### config.mk
export PLATFORM = sky130hd
export DESIGN_NAME = rw_mem_arbiter
export DESIGN_NICKNAME = d
export VERILOG_FILES = /design/src/rtl/rw_mem_arbiter.sv
export SDC_FILE = /design/constraint.sdc
export NUM_CORES = 1
export LEC_CHECK = 0
export CAP_MARGIN = 10
export CORE_MARGIN = 2
export CORE_UTILIZATION = 40
export CTS_CLUSTER_SIZE = 25
export DETAILED_ROUTE_END_ITERATION = 7
export PLACE_DENSITY = 0.79
export SLEW_MARGIN = 5
export SYNTH_ARGS = -nofsm -noshare
export SYNTH_HDL_FRONTEND = slang
export SYNTH_SLANG_ARGS = --single-unit
### constraint.sdc
create_clock -name clock -period 3.4 [get_ports clock]
set_input_delay 0.51 -clock clock [delete_from_list [all_inputs] [get_ports clock]]
set_output_delay 0.51 -clock clock [all_outputs]
set_load 0.03 [all_outputs]
### src/rtl/rw_mem_arbiter.sv
// -----------------------------------------------------------------------------
// rw_mem_arbiter
//
// Two-port arbiter and sequencer for the 96x8 synchronous read/write data
// memory (addresses 128..223). Port 0 is the CPU, port 1 the loader/DMA.
// One request is accepted at a time, with round-robin fairness on a tie.
// The block drives the single memory port, captures read data one cycle
// after the read edge, and returns a one-cycle ack to the winning port.
//
// Optional feature (compile-time macro):
//   RW_ARB_RANGE_CHECK_EN - when defined, an accepted address outside
//     ADDR_LO..ADDR_HI is not forwarded to memory. The transaction completes
//     one cycle after acceptance with err set (and rdata cleared for a read).
//     When undefined, every address is forwarded and err0/err1 are always 0.
//
// Parameters:
//   ADDR_LO       lowest valid RW address  (default 128)
//   ADDR_HI       highest valid RW address (default 223)
//
// Ports:
//   clock         system clock, rising-edge active
//   reset         asynchronous, active-high reset
//   req0/req1     request, held high until the matching ack
//   we0/we1       1 = write, 0 = read; valid with req
//   addr0/addr1   byte address
//   wdata0/wdata1 write data
//   ack0/ack1     one-cycle completion pulse
//   rdata0/rdata1 read data; valid during ack, held until the next read
//   err0/err1     address-range error, valid during ack
//   busy          high whenever the sequencer is not idle
//   mem_address   memory address
//   mem_data_in   memory write data
//   mem_write     memory write strobe
//   mem_data_out  memory read data, valid the cycle after a read edge
// -----------------------------------------------------------------------------
module rw_mem_arbiter #(
    parameter logic [7:0] ADDR_LO = 8'd128,
    parameter logic [7:0] ADDR_HI = 8'd223
) (
    input  logic       clock,
    input  logic       reset,
    input  logic       req0,
    input  logic       req1,
    input  logic       we0,
    input  logic       we1,
    input  logic [7:0] addr0,
    input  logic [7:0] addr1,
    input  logic [7:0] wdata0,
    input  logic [7:0] wdata1,
    output logic       ack0,
    output logic       ack1,
    output logic [7:0] rdata0,
    output logic [7:0] rdata1,
    output logic       err0,
    output logic       err1,
    output logic       busy,
    output logic [7:0] mem_address,
    output logic [7:0] mem_data_in,
    output logic       mem_write,
    input  logic [7:0] mem_data_out
);

`ifdef RW_ARB_RANGE_CHECK_EN
    localparam bit RANGE_CHECK = 1'b1;
`else
    localparam bit RANGE_CHECK = 1'b0;
`endif

    typedef enum logic [1:0] {
        S_IDLE,
        S_ISSUE,
        S_RD_WAIT,
        S_DONE
    } state_t;

    state_t     state;
    state_t     state_next;

    logic       gnt;        // port owning the in-flight transaction
    logic       last_gnt;   // port granted most recently (round-robin pointer)
    logic       we_q;       // latched write flag of the in-flight transaction
    logic       err_q;      // in-flight transaction was rejected for its address

    logic       any_req;
    logic       win;
    logic       sel_we;
    logic [7:0] sel_addr;
    logic [7:0] sel_wdata;
    logic       out_of_range;
    logic       range_err;

    // -------------------------------------------------------------------------
    // Arbitration: a lone request wins outright; on a tie the port that was
    // not granted last time wins.
    // -------------------------------------------------------------------------
    always_comb begin
        any_req      = req0 | req1;
        win          = (req0 && req1) ? ~last_gnt : req1;
        sel_we       = win ? we1    : we0;
        sel_addr     = win ? addr1  : addr0;
        sel_wdata    = win ? wdata1 : wdata0;
        out_of_range = (sel_addr < ADDR_LO) || (sel_addr > ADDR_HI);
        range_err    = RANGE_CHECK && out_of_range;
    end

    // -------------------------------------------------------------------------
    // FSM state register
    // -------------------------------------------------------------------------
    // NOTE: sequential state is assigned with <= so every flop samples the
    // pre-edge values of its inputs, independent of process ordering.
    always_ff @(posedge clock or posedge reset) begin
        if (reset) begin
            state <= S_IDLE;
        end else begin
            state <= state_next;
        end
    end

    // -------------------------------------------------------------------------
    // FSM next-state logic
    // -------------------------------------------------------------------------
    // NOTE: state_next is given a default before the case so no path leaves it
    // unassigned, which would otherwise infer a latch.
    always_comb begin
        state_next = state;
        case (state)
            S_IDLE: begin
                if (any_req) begin
                    // A rejected address completes without touching memory.
                    state_next = range_err ? S_DONE : S_ISSUE;
                end
            end
            S_ISSUE: begin
                state_next = we_q ? S_DONE : S_RD_WAIT;
            end
            S_RD_WAIT: begin
                state_next = S_DONE;
            end
            S_DONE: begin
                state_next = S_IDLE;
            end
            default: begin
                state_next = S_IDLE;
            end
        endcase
    end

    // -------------------------------------------------------------------------
    // Acceptance latch, round-robin pointer and read-data capture
    // -------------------------------------------------------------------------
    always_ff @(posedge clock or posedge reset) begin
        if (reset) begin
            gnt         <= 1'b0;
            last_gnt    <= 1'b1;  // port 0 wins the first tie
            we_q        <= 1'b0;
            err_q       <= 1'b0;
            mem_address <= 8'h00;
            mem_data_in <= 8'h00;
            rdata0      <= 8'h00;
            rdata1      <= 8'h00;
        end else begin
            case (state)
                S_IDLE: begin
                    if (any_req) begin
                        gnt      <= win;
                        last_gnt <= win;
                        we_q     <= sel_we;
                        err_q    <= range_err;
                        if (!range_err) begin
                            mem_address <= sel_addr;
                            mem_data_in <= sel_wdata;
                        end else if (!sel_we) begin
                            // Rejected read returns zero on the winning port.
                            if (win) begin
                                rdata1 <= 8'h00;
                            end else begin
                                rdata0 <= 8'h00;
                            end
                        end
                    end
                end
                S_RD_WAIT: begin
                    // Memory output is valid in this cycle; only the granted
                    // port's holding register is updated.
                    if (gnt) begin
                        rdata1 <= mem_data_out;
                    end else begin
                        rdata0 <= mem_data_out;
                    end
                end
                default: begin
                end
            endcase
        end
    end

    // -------------------------------------------------------------------------
    // Outputs decoded from the state, so they follow reset asynchronously.
    // -------------------------------------------------------------------------
    always_comb begin
        busy      = (state != S_IDLE);
        mem_write = (state == S_ISSUE) && we_q;
        ack0      = (state == S_DONE) && !gnt;
        ack1      = (state == S_DONE) &&  gnt;
        err0      = ack0 && err_q;
        err1      = ack1 && err_q;
    end

endmodule

==> results_dict.tcl <==
set metrics [dict create \
    synth_top_family_by_area "simple AND/OR/NAND/NOR gates" \
    wl_per_cell_um 13.3 \
    grt_max_degree 38 \
    wirelength_um 4070 \
    rows 23 \
    cts_hold_buffers 0 \
    drtIter0Drc 83 \
    crit_required_ps 2890 \
    timing.fmax_mhz 422 \
    final_area_mm2 0.00258 \
    final_cell_mix "81 x clkdlybuf4s50_1, 44 x nand2_1, 36 x dfrtp_1, 35 x a21oi_1, 17 x nor2_1" \
    vias 1511 \
    grt_overflow 0 \
    hp-start "rdata0[5]" \
    use_met1_pct 21.4 \
    synth.distinct_cells 23 \
    cts_tree "built" \
    htreeDepth 2 \
    diodes 0 \
    drtPass1Iterations 5 \
    core_mm2 0.00403 \
    p_leak_nw 1.13 \
    rsz0062_at_grt "no" \
    gr-usage-met3_pct 8.33 \
    total_power_mw 2.54 \
    synthCells 177 \
    path_clk_slew_ps 70 \
    reg2reg_from "state[0]" \
    ir_worst_vdd_uv 482 \
    tns_ps 0 \
    synthAdderAreaFrac_pct 2.96 \
    min_to "rdata0[5]" \
    numCtsBuffers 5 \
    syn_area_mm2 0.00169 \
    fp.dieW_um 69.1 \
    hold_viol 0 \
    clock_sinks 37 \
    max-slew-margin-rel_pct 47.4 \
    worst_pin_slew_ps 789 \
    period_share_pct 69.7 \
    post-route-min-period_ps 2370 \
    fillers 360 \
    layout_commonest_cell "clkdlybuf4s50_1" \
    crit_type "flop to output pin" \
    synth_simple_gate_area_share_pct 15.9 \
    synthXorXnorAreaFrac_pct 0 \
    io_pins 84 \
    drtAntennaViolNets 0 \
    hpwl_um 3000 \
    cap_viol_max_count 0 \
    die_area_mm2 0.00477 \
    status "completed" \
    ctsResizeCount 0 \
    syn_avg_cell_area_um2 9.56 \
    worstReg2RegEnd "mem_data_in[1]" \
    cp-start-kind "flop" \
    grt_first_pass_wirelength_um 6860 \
    rr_worst_depth 5 \
    finalSetupViolCount 0 \
    viasPerCell 4.92 \
    placed_cell_area_mm2 0.00249 \
    critPathArrivalTime_ps 1860 \
    clk_latency_ps 280 \
    antenna_found_initial 0 \
    grtUsageTotal_pct 18.0 \
    synth-compound-area-share_pct 14.9 \
    critPathMaxFanout 8 \
    muxShareOfSynthArea_pct 5.32 \
    whs_path_depth 2 \
    root_buffer "clkbuf_8" \
    final_nets 306 \
    drive_above_1_share_pct 8.56 \
    grt.busiest_layer "met2" \
    hold_class "flop to flop" \
    gp_congestion 0.736 \
    grtUsageMet2_pct 29.8 \
    synth_warnings 0 \
    portBuffers 81 \
    seq_area_frac_synth_pct 54.8 \
    start_util_pct 42.0 \
    finClkSkew_ps 5.00 \
    cts_buffer_depth 2 \
    worstSetupEndpointType "output pin" \
    slew_viol_final 0 \
    ys_ff_latch 37 \
    rrSetupSlack_ps 1630 \
    postCtsSetupRepairBufs 0 \
    powerDensity_mw_per_mm2 987 \
    grt_pass1_vias 1433 \
    die_h_um 69.1 \
    areaGrowthSynthToFinish_pct 52.3 \
    drc 0 \
]
[stage by stage]
step | utilization [%] | hold WS, ps | setup WS [ps] | instances
after detailed placement | 61.8 | 471 | 1310 | 299
final | 64.0 | 480 | 1030 | 307
after global routing | 64.0 | 511 | 911 | 307
after floorplan | - | 486 | 1900 | 178
after global placement | 61.8 | 460 | 1350 | 299
after CTS | 64.0 | 488 | 993 | 307
[final cells by class]
class / instances / area, um2 / share of cell area [%]
Tap cell: 50 / 62.6 / 2.43
Multi-Input combinational cell: 126 / 668 / 25.9
Inverter: 4 / 15.0 / 0.583
Clock inverter: 3 / 17.5 / 0.680
Clock buffer: 5 / 68.8 / 2.67
Timing Repair Buffer: 82 / 818 / 31.7
Sequential cell: 37 / 927 / 36.0
[critical path, cell delays in order (launching register included)]
cell	delay (ps)
dfrtp_1	420
inv_1	90
ha_1	290
inv_1	100
clkdlybuf4s50_1	670
[state kept, by name (all words and copies together) (netlist names)]
register / flops
gnt: 1
last_gnt: 1
mem_address: 8
mem_data_in: 8
rdata0: 8
rdata1: 8
state: 2
we_q: 1
[metal layers]
layer	up-vias	part of all wire, %
met5	-	0
met2	80	47
met4	0	0.66
li1	738	-
met1	689	41
met3	4	11
[where the power goes]
| group | leakage [nW] | internal (mW) | switching [mW] |
|---|---|---|---|
| clock network | 0.0439 | 0.141 | 0.153 |
| logic | 0.663 | 0.609 | 0.837 |
| registers | 0.428 | 0.672 | 0.132 |
[worst max path at each step]
stage | startpoint | end | slack (ps) | cells after the start
after CTS | state[0] | busy | 990 | 4
after detailed placement | req0 | mem_data_in[1] | 1310 | 4
after global placement | req0 | mem_data_in[2] | 1350 | 4
after floorplan | state[0] | ack0 | 1900 | 2
after global routing | state[0] | busy | 910 | 4
final | state[0] | busy | 1030 | 4
[cell families (layout without fill, tap and decap cells)]
family                     Yosys count  in the layout
AOI/OAI and AO/OA                   45             45
adders and majority gates            4              4
buffers and inverters               15             94
DFF                                 37             37
muxes                                8              8
other                                1              2
and+or+nand+nor                     67             67
[synth_stat cells]
library cell / n / area, um2
and2_1: 2 / 12.5
conb_1: 1 / 3.75
ha_1: 4 / 50.1
mux2_2: 8 / 90.1
nor2_1: 17 / 63.8
nand2b_1: 1 / 6.26
a21oi_1: 35 / 175
o21a_1: 1 / 7.51
a31oi_1: 1 / 6.26
buf_6: 3 / 33.8
nand2_1: 44 / 165
nor2b_1: 2 / 12.5
inv_1: 4 / 15.0
a21bo_2: 1 / 10.0
buf_4: 6 / 45.0
or3b_2: 1 / 8.76
dfstp_2: 1 / 26.3
o21ai_2: 1 / 8.76
clkbuf_1: 2 / 7.51
o21ai_1: 1 / 5.00
a21boi_4: 1 / 18.8
o21ai_0: 4 / 20.0
dfrtp_1: 36 / 901
Power figures use the tool's default switching activity.
